**src/rtl/fetch_unit.sv**
```systemverilog
// fetch_unit: program counter, instruction register and field decode, plus the shared memory address mux
module fetch_unit #(
  parameter int ADDR_W = 16,
  parameter int DATA_W = 32,
  parameter int unsigned RESET_PC = 0
) (
  input  logic              clk,
  input  logic              reset,
  input  logic              pc_flag,
  input  logic              instruction_flag,
  input  logic              change_address_flag,
  input  logic              M2,
  input  logic              M13,
  input  logic [ADDR_W-1:0] data_addr,
  input  logic [DATA_W-1:0] mem_rdata,
  output logic [ADDR_W-1:0] mem_addr,
  output logic [ADDR_W-1:0] pc,
  output logic [3:0]        opcode,
  output logic [3:0]        rd,
  output logic [3:0]        rs,
  output logic [3:0]        rt,
  output logic [15:0]       imm,
  output logic [DATA_W-1:0] imm_sext,
  output logic [31:0]       instr_count
);
  logic [ADDR_W-1:0] r_pc;
  logic [DATA_W-1:0] r_ir;
  logic [31:0]       r_cnt;
  logic [ADDR_W-1:0] w_off;
  logic [ADDR_W-1:0] w_jmp;
  logic [ADDR_W-1:0] w_pc_inc;
  logic [ADDR_W-1:0] w_pc_next;
  // branch offset is sign-extended, jump target zero-extended; both resized to the PC width
  always_comb begin
    w_off     = ADDR_W'($signed(imm));
    w_jmp     = ADDR_W'(imm);
    w_pc_inc  = r_pc + ADDR_W'(1);
    w_pc_next = M2 ? (M13 ? w_jmp : w_pc_inc + w_off) : w_pc_inc;
  end
  always_ff @(posedge clk or posedge reset) begin
    if (reset) begin
      r_pc  <= ADDR_W'(RESET_PC);
      r_ir  <= '0;
      r_cnt <= '0;
    end else begin
      if (instruction_flag) r_ir <= mem_rdata;
      if (pc_flag) begin
        r_pc  <= w_pc_next;
        r_cnt <= r_cnt + 32'd1;
      end
    end
  end
  assign pc          = r_pc;
  assign instr_count = r_cnt;
  assign mem_addr    = change_address_flag ? data_addr : r_pc;
  assign opcode      = r_ir[31:28];
  assign rd          = r_ir[27:24];
  assign rs          = r_ir[23:20];
  assign rt          = r_ir[19:16];
  assign imm         = r_ir[15:0];
  assign imm_sext    = {{(DATA_W-16){r_ir[15]}}, r_ir[15:0]};
endmodule

```
**config.mk**
```make
export PLATFORM = sky130hd
export DESIGN_NAME = fetch_unit
export DESIGN_NICKNAME = d
export VERILOG_FILES = /design/src/rtl/fetch_unit.sv
export SDC_FILE = /design/constraint.sdc
export NUM_CORES = 1
export LEC_CHECK = 0
export CAP_MARGIN = 20
export CELL_PAD_IN_SITES_DETAIL_PLACEMENT = 1
export CELL_PAD_IN_SITES_GLOBAL_PLACEMENT = 2
export CORE_MARGIN = 2
export CORE_UTILIZATION = 29
export DETAILED_ROUTE_END_ITERATION = 10
export GPL_TIMING_DRIVEN = 0
export PLACE_DENSITY = 0.83
export REMOVE_ABC_BUFFERS = 1
export SYNTH_ARGS = -nofsm -noshare
export SYNTH_HDL_FRONTEND = slang
export SYNTH_SLANG_ARGS = --single-unit
```
**constraint.sdc**
```tcl
create_clock -name clk -period 9.4 [get_ports clk]
set_clock_uncertainty 0.2 [all_clocks]
set_input_delay 1.88 -clock clk [delete_from_list [all_inputs] [get_ports clk]]
set_output_delay 1.88 -clock clk [all_outputs]
set_load 0.005 [all_outputs]
```
==> results of run 1 <==
placed cells by master (no fill, tap or decap), types with 2 or more instances in the layout:
master           netlist  routed
nand2_1               30      30
inv_1                 11      10
nand2b_1               3       3
nand3_1               19      19
mux2_2                46      46
clkdlybuf4s50_1        0     181
or3_1                  3       3
clkbuf_16              0       9
dfrtp_1               80      80
a211oi_1               4       4
nor2_2                 2       2
mux2i_1                4       4
o22ai_1                3       3
o21ai_0               25      25
a311oi_1               2       2
xnor2_1               39      39
ha_1                  21      21
o21a_1                 4       4
xor2_1                17      17
a22oi_1                3       3
nor4_4                 2       2
nor2b_1                3       3
and3_1                 7       7
clkinv_4               0       2
nor2_1                28      28
nor3_1                 3       3
buf_16                 0       3
a31oi_1                4       4
nand4_1               15      15
a21oi_1               22      22
a21o_1                 6       6
o221ai_1               3       3
and2_1                 3       3
and4_1                 6       6
o31ai_1                2       2
o211ai_1               7       7
worst max-delay path, delay by kind of cell:
family                 cells  cell delay (ps)
muxes                      1              420
buffers and inverters      2             1440
where the power goes:
| part | internal (W) | leakage, nW | switching [W] | total, W |
|---|---|---|---|---|
| registers | 0.000396 | 0.982 | 0.000103 | 0.000499 |
| clock network | 0.000209 | 0.148 | 0.000161 | 0.000370 |
| logic | 0.000350 | 1.84 | 0.000285 | 0.000635 |
| total | 0.000955 | 2.97 | 0.000548 | 0.00150 |
worst max-delay path by stage:
stage | end | cells after the start
final | mem_addr[1] | 3
after global routing | mem_addr[8] | 3
after CTS | mem_addr[1] | 3
after detailed placement | mem_addr[3] | 3
after global placement | mem_addr[3] | 3
after floorplan | mem_addr[11] | 1
sequential cells by signal (all words and copies together), names as in the netlist:
| signal | count |
|---|---|
| instr_count | 32 |
| pc | 16 |
| r_ir | 32 |
logic make-up after synthesis:
kind of cell	Yosys count	synth area share
multiplexers	50	0.1089
AND/OR/NAND/NOR	134	0.1463
XOR/XNOR	57	0.09890
flip-flops	80	0.3907
AO/OA/AOI/OAI	95	0.1243
buffers and inverters	67	0.07570
adder cells (fa/ha/maj)	22	0.05519
routing by layer:
metal | global-route usage | share of wire
met5 | 0 | 0
met1 | 0.2117 | 0.44
met4 | 0.04238 | 0.0091
met2 | 0.2930 | 0.48
met3 | 0.05074 | 0.072
cell type report:
class / count / area, um^2
Multi-Input combinational cell: 358 / 2734
Inverter: 11 / 43.79
Timing Repair Buffer: 185 / 1899
Clock inverter: 7 / 80.08
Clock buffer: 9 / 225.2
Tap cell: 225 / 281.5
Fill cell: 1910 / 10030
Sequential cell: 80 / 2002
stage by stage:
step | total power, W | setup WS [ps] | std cells | hold WS, ps | instance area, um^2
4_1_cts | 0.001526 | 3544 | 875 | 281.9 | 7266
5_1_grt | 0.001612 | 3453 | 875 | 309.2 | 7266
6_report | 0.001503 | 3568 | 875 | 275.2 | 7266
3_5_place_dp | 0.001145 | 3542 | 859 | 264.7 | 6960
2_1_floorplan | 0.0008319 | 5126 | 449 | 267.6 | 4777
3_3_place_gp | 0.001118 | 3563 | 856 | 264.9 | 6880
==> flow_metrics.tcl, run 1 <==
set metrics [dict create \
    status "finished clean" \
    rsz0062_at_grt "false" \
    setup_tns_ps 0 \
    overflow 0 \
    endpoint_kind "output port" \
    period_needed_ps 5832 \
    hold_class "flip-flop to flip-flop" \
    holdBufCountCts 0 \
    cp-start-kind "input port" \
    synth_common_cells "80 x dfrtp_1, 46 x mux2_2, 39 x xnor2_1, 32 x buf_4, 30 x nand2_1" \
    synthCells 505 \
    synth_cell_types 60 \
    seq_area_frac_synth 0.3907 \
    yosys_warnings 0 \
    reg2reg_depth 11 \
    drc 0 \
    grt_pass1_wl_um 25090 \
    die_x_um 136.9 \
    drive_above_1_share 0.1292 \
    slew_violations 0 \
    clock_path_buffers 2 \
    clock_sinks 80 \
    port_buffers 182 \
    num_rows 48 \
    ys_top_cells_by_area "dfrtp_1 39%, mux2_2 10%, xnor2_1 6.7%" \
    die_h_um 136.9 \
    cts_buffers 9 \
    root_buffer "clkbuf_16" \
    routedWlPerCell_um 17.80 \
    drtIter0Drc 146 \
    antenna_found_initial 0 \
    critPathMostFrequentCell "clkdlybuf4s50_1" \
    htreeDepth 3 \
    cts_resized 0 \
    drt_pass1_iterations 4 \
    yosysMostFrequentCell "dfrtp_1" \
    routed_wl_um 15570 \
    setup_viol 0 \
    synth_seq_cells 80 \
    synth_flop_cell "dfrtp_1" \
    dp_hpwl_um 11540 \
    yosys.area.top_type_share 0.3907 \
    startpoint "change_address_flag" \
    drv_cap 0 \
    required_ps 7320 \
    insertion_delay_ps 350 \
    min_to "instr_count[31]" \
    gp_congestion 0.8307 \
    ff2ff_setup_slack_ps 5530 \
    cp_max_fo 20 \
    vias 4381 \
    cellPowerDensity_nw_per_um2 206.9 \
    antenna_cells 0 \
    async_flop_share 1.000 \
    r2r_start "pc[1]" \
    crit_arrival_ps 3750 \
    post_cts_buffers 0 \
    vias_per_cell 5.007 \
    initial_utilization 0.2962 \
    worst-slew-pin-transition_ps 1055 \
    fin_util 0.4201 \
    leakagePower_nw 2.965 \
    track_usage 0.1716 \
    avgSynthCellArea_um2 10.15 \
    holdPathStages 1 \
    cts_tree "done" \
    hold_start "instr_count[31]" \
    slew_headroom 0.2948 \
    ios 183 \
    path_class "input port to output port" \
    fin_crit_sh 0.6204 \
    synth-edff-count 0 \
    netlist_area_um2 5124 \
    r2r-end "pc[15]" \
    ir_drop_uv 91.09 \
    cp_slowest_stage_delay_ps 1000 \
    coreArea_um2 17300 \
    grt_start_max_net_pins 54 \
    nets 722 \
    final-hold-violation-count 0 \
    cpMaxStageDelayCell "clkdlybuf4s50_1" \
    grt_pass1_vias 4693 \
    postRouteAntennaNets 0 \
    clk_pin_slew_worst_paths_ps 60 \
    area_growth_pct 41.81 \
    path_cells "clkdlybuf4s50_1 -> mux2_2 -> clkdlybuf4s50_1" \
    max_freq_mhz 171.5 \
    yosysTopAreaCell "dfrtp_1" \
    dieArea_um2 18750 \
]
No activity file was read; power rests on OpenSTA's default activity.
==> run 2, diff against run 1 <==
--- a/config.mk
+++ b/config.mk
@@ -9,10 +9,10 @@
 export CELL_PAD_IN_SITES_DETAIL_PLACEMENT = 1
 export CELL_PAD_IN_SITES_GLOBAL_PLACEMENT = 2
 export CORE_MARGIN = 2
-export CORE_UTILIZATION = 29
+export CORE_UTILIZATION = 27
 export DETAILED_ROUTE_END_ITERATION = 10
 export GPL_TIMING_DRIVEN = 0
-export PLACE_DENSITY = 0.83
+export PLACE_DENSITY = 0.77
 export REMOVE_ABC_BUFFERS = 1
 export SYNTH_ARGS = -nofsm -noshare
 export SYNTH_HDL_FRONTEND = slang
==> constraint.sdc (replaced) <==
create_clock -name clk -period 5.5 [get_ports clk]
set_clock_uncertainty 0.2 [all_clocks]
set_input_delay 1.1 -clock clk [delete_from_list [all_inputs] [get_ports clk]]
set_output_delay 1.1 -clock clk [all_outputs]
set_load 0.005 [all_outputs]
==> run 2 against run 1 <==
Clock power rose by 62%. Worst hold slack improved by 7.7 ps. Register-to-register slack got worse by 3900 ps. Sequential share of layout area rose by 0.11 points. Critical path depth did not move. Worst setup slack got worse by 2400 ps. Final cell count rose by 1.0%. First-iteration DRC count rose by 46%. Non-clock buffer count did not move. Via count rose by 1.4%. Clock-buffer cell count rose by 1. Critical path type unchanged.
==> flow_metrics.tcl, run 2 (synthesized netlist as in run 1, its figures left out) <==
set metrics [dict create \
    num_rows 50 \
    setup_viol 0 \
    drive_above_1_share 0.1292 \
    gp_congestion 0.8533 \
    routed_wl_um 15440 \
    vias_per_cell 5.025 \
    die_h_um 141.8 \
    dieArea_um2 20090 \
    leakagePower_nw 2.943 \
    clk_pin_slew_worst_paths_ps 70 \
    ios 183 \
    fin_crit_sh 0.7835 \
    cts_tree "done" \
    ir_drop_uv 156.5 \
    top_usage_layer "met2" \
    postRouteAntennaNets 0 \
    drv_cap 0 \
    slew_headroom 0.3050 \
    status "finished clean" \
    root_buffer "clkbuf_16" \
    grtUsageMet3 0.05130 \
    vias 4442 \
    insertion_delay_ps 350 \
    crit_arrival_ps 3010 \
    grt_pass1_wl_um 24610 \
    fill_cells 2083 \
    track_usage 0.1554 \
    path_class "input port to output port" \
    setup_tns_ps 0 \
    cts_resized 0 \
    placed_area_um2 6947 \
    die_x_um 141.8 \
    post_cts_buffers 0 \
    rsz0062_at_grt "false" \
    use_met1 0.1937 \
    slew_violations 0 \
    hold_class "flip-flop to flip-flop" \
    drc 0 \
    worst-slew-pin-transition_ps 1039 \
    port_buffers 182 \
    cts_buffers 9 \
    area_growth_pct 41.22 \
    coreArea_um2 18640 \
    overflow 0 \
    clock_sinks 80 \
    antenna_cells 0 \
    endpoint_kind "output port" \
    layout_common_cells "181 x clkdlybuf4s50_1, 80 x dfrtp_1, 46 x mux2_2, 39 x xnor2_1, 30 x nand2_1" \
    drtIter0Drc 213 \
    grt_pass1_vias 4653 \
    initial_utilization 0.2748 \
    grtUsageMet2 0.2575 \
    clock_path_buffers 2 \
    htreeDepth 3 \
    max_freq_mhz 232.0 \
    dp_hpwl_um 11380 \
    period_needed_ps 4309 \
    routedWlPerCell_um 17.46 \
    antenna_found_initial 0 \
    ff2ff_setup_slack_ps 1650 \
    drt_pass1_iterations 4 \
    required_ps 4200 \
    final-hold-violation-count 0 \
    holdBufCountCts 0 \
    layout_commonest_cell "clkdlybuf4s50_1" \
    grt_start_max_net_pins 64 \
    cellPowerDensity_nw_per_um2 350.5 \
    cp_max_fo 20 \
    nets 722 \
    cp-start-kind "input port" \
    stdcell_area_um2 7236 \
]
==> run 2: metrics by stage <==
stage | utilization | std cells | hold WS [ps] | setup slack [ps] | power, W
floorplan | - | 449 | 267.6 | 2148 | 0.001422
global placement | 0.3697 | 865 | 264.8 | 589.0 | 0.001912
detailed placement | 0.3726 | 868 | 269.0 | 1140 | 0.001948
CTS | 0.3881 | 884 | 291.2 | 1132 | 0.002575
global route | 0.3881 | 884 | 321.3 | 1057 | 0.002721
finish | 0.3881 | 884 | 282.9 | 1191 | 0.002536
==> run 2: metal layers <==
layer	wire length, um	vias up
met5	0	-
met4	208	0
met3	1157	14
met2	7324	147
met1	6748	2226
li1	-	2055
==> run 2: critical path, cell delays in order <==
cell and delay [ps]:
clkdlybuf4s50_1 1040, mux2_2 410, clkdlybuf4s50_1 450
==> run 2: cell type report <==
cell class | count | area, um^2 | area share
inverter | 11 | 43.79 | 0.006052
clock buffer | 10 | 239.0 | 0.03303
clock inverter | 6 | 50.05 | 0.006917
sequential | 80 | 2002 | 0.2767
timing repair buffer | 185 | 1874 | 0.2590
multi-input combinational | 358 | 2734 | 0.3778
tap | 234 | 292.8 | 0.04046
==> run 2: final timing paths <==
check                                    startpoint               to  depth (start not counted)
max in group asynchronous                     reset   instr_count[2]                          3
worst max register to register                pc[1]           pc[15]                         11
worst max-delay path            change_address_flag      mem_addr[2]                          3
min in group asynchronous                     reset         r_ir[27]                          2
worst min-delay path                instr_count[31]  instr_count[31]                          1
worst min register to register      instr_count[31]  instr_count[31]                          1
==> run 2: power breakdown <==
group,leakage [nW],internal [W],switching (W),total (W)
combinational,1.82,0.000596,0.000490,0.00109
clock,0.136,0.000324,0.000278,0.000601
sequential,0.982,0.000677,0.000172,0.000849
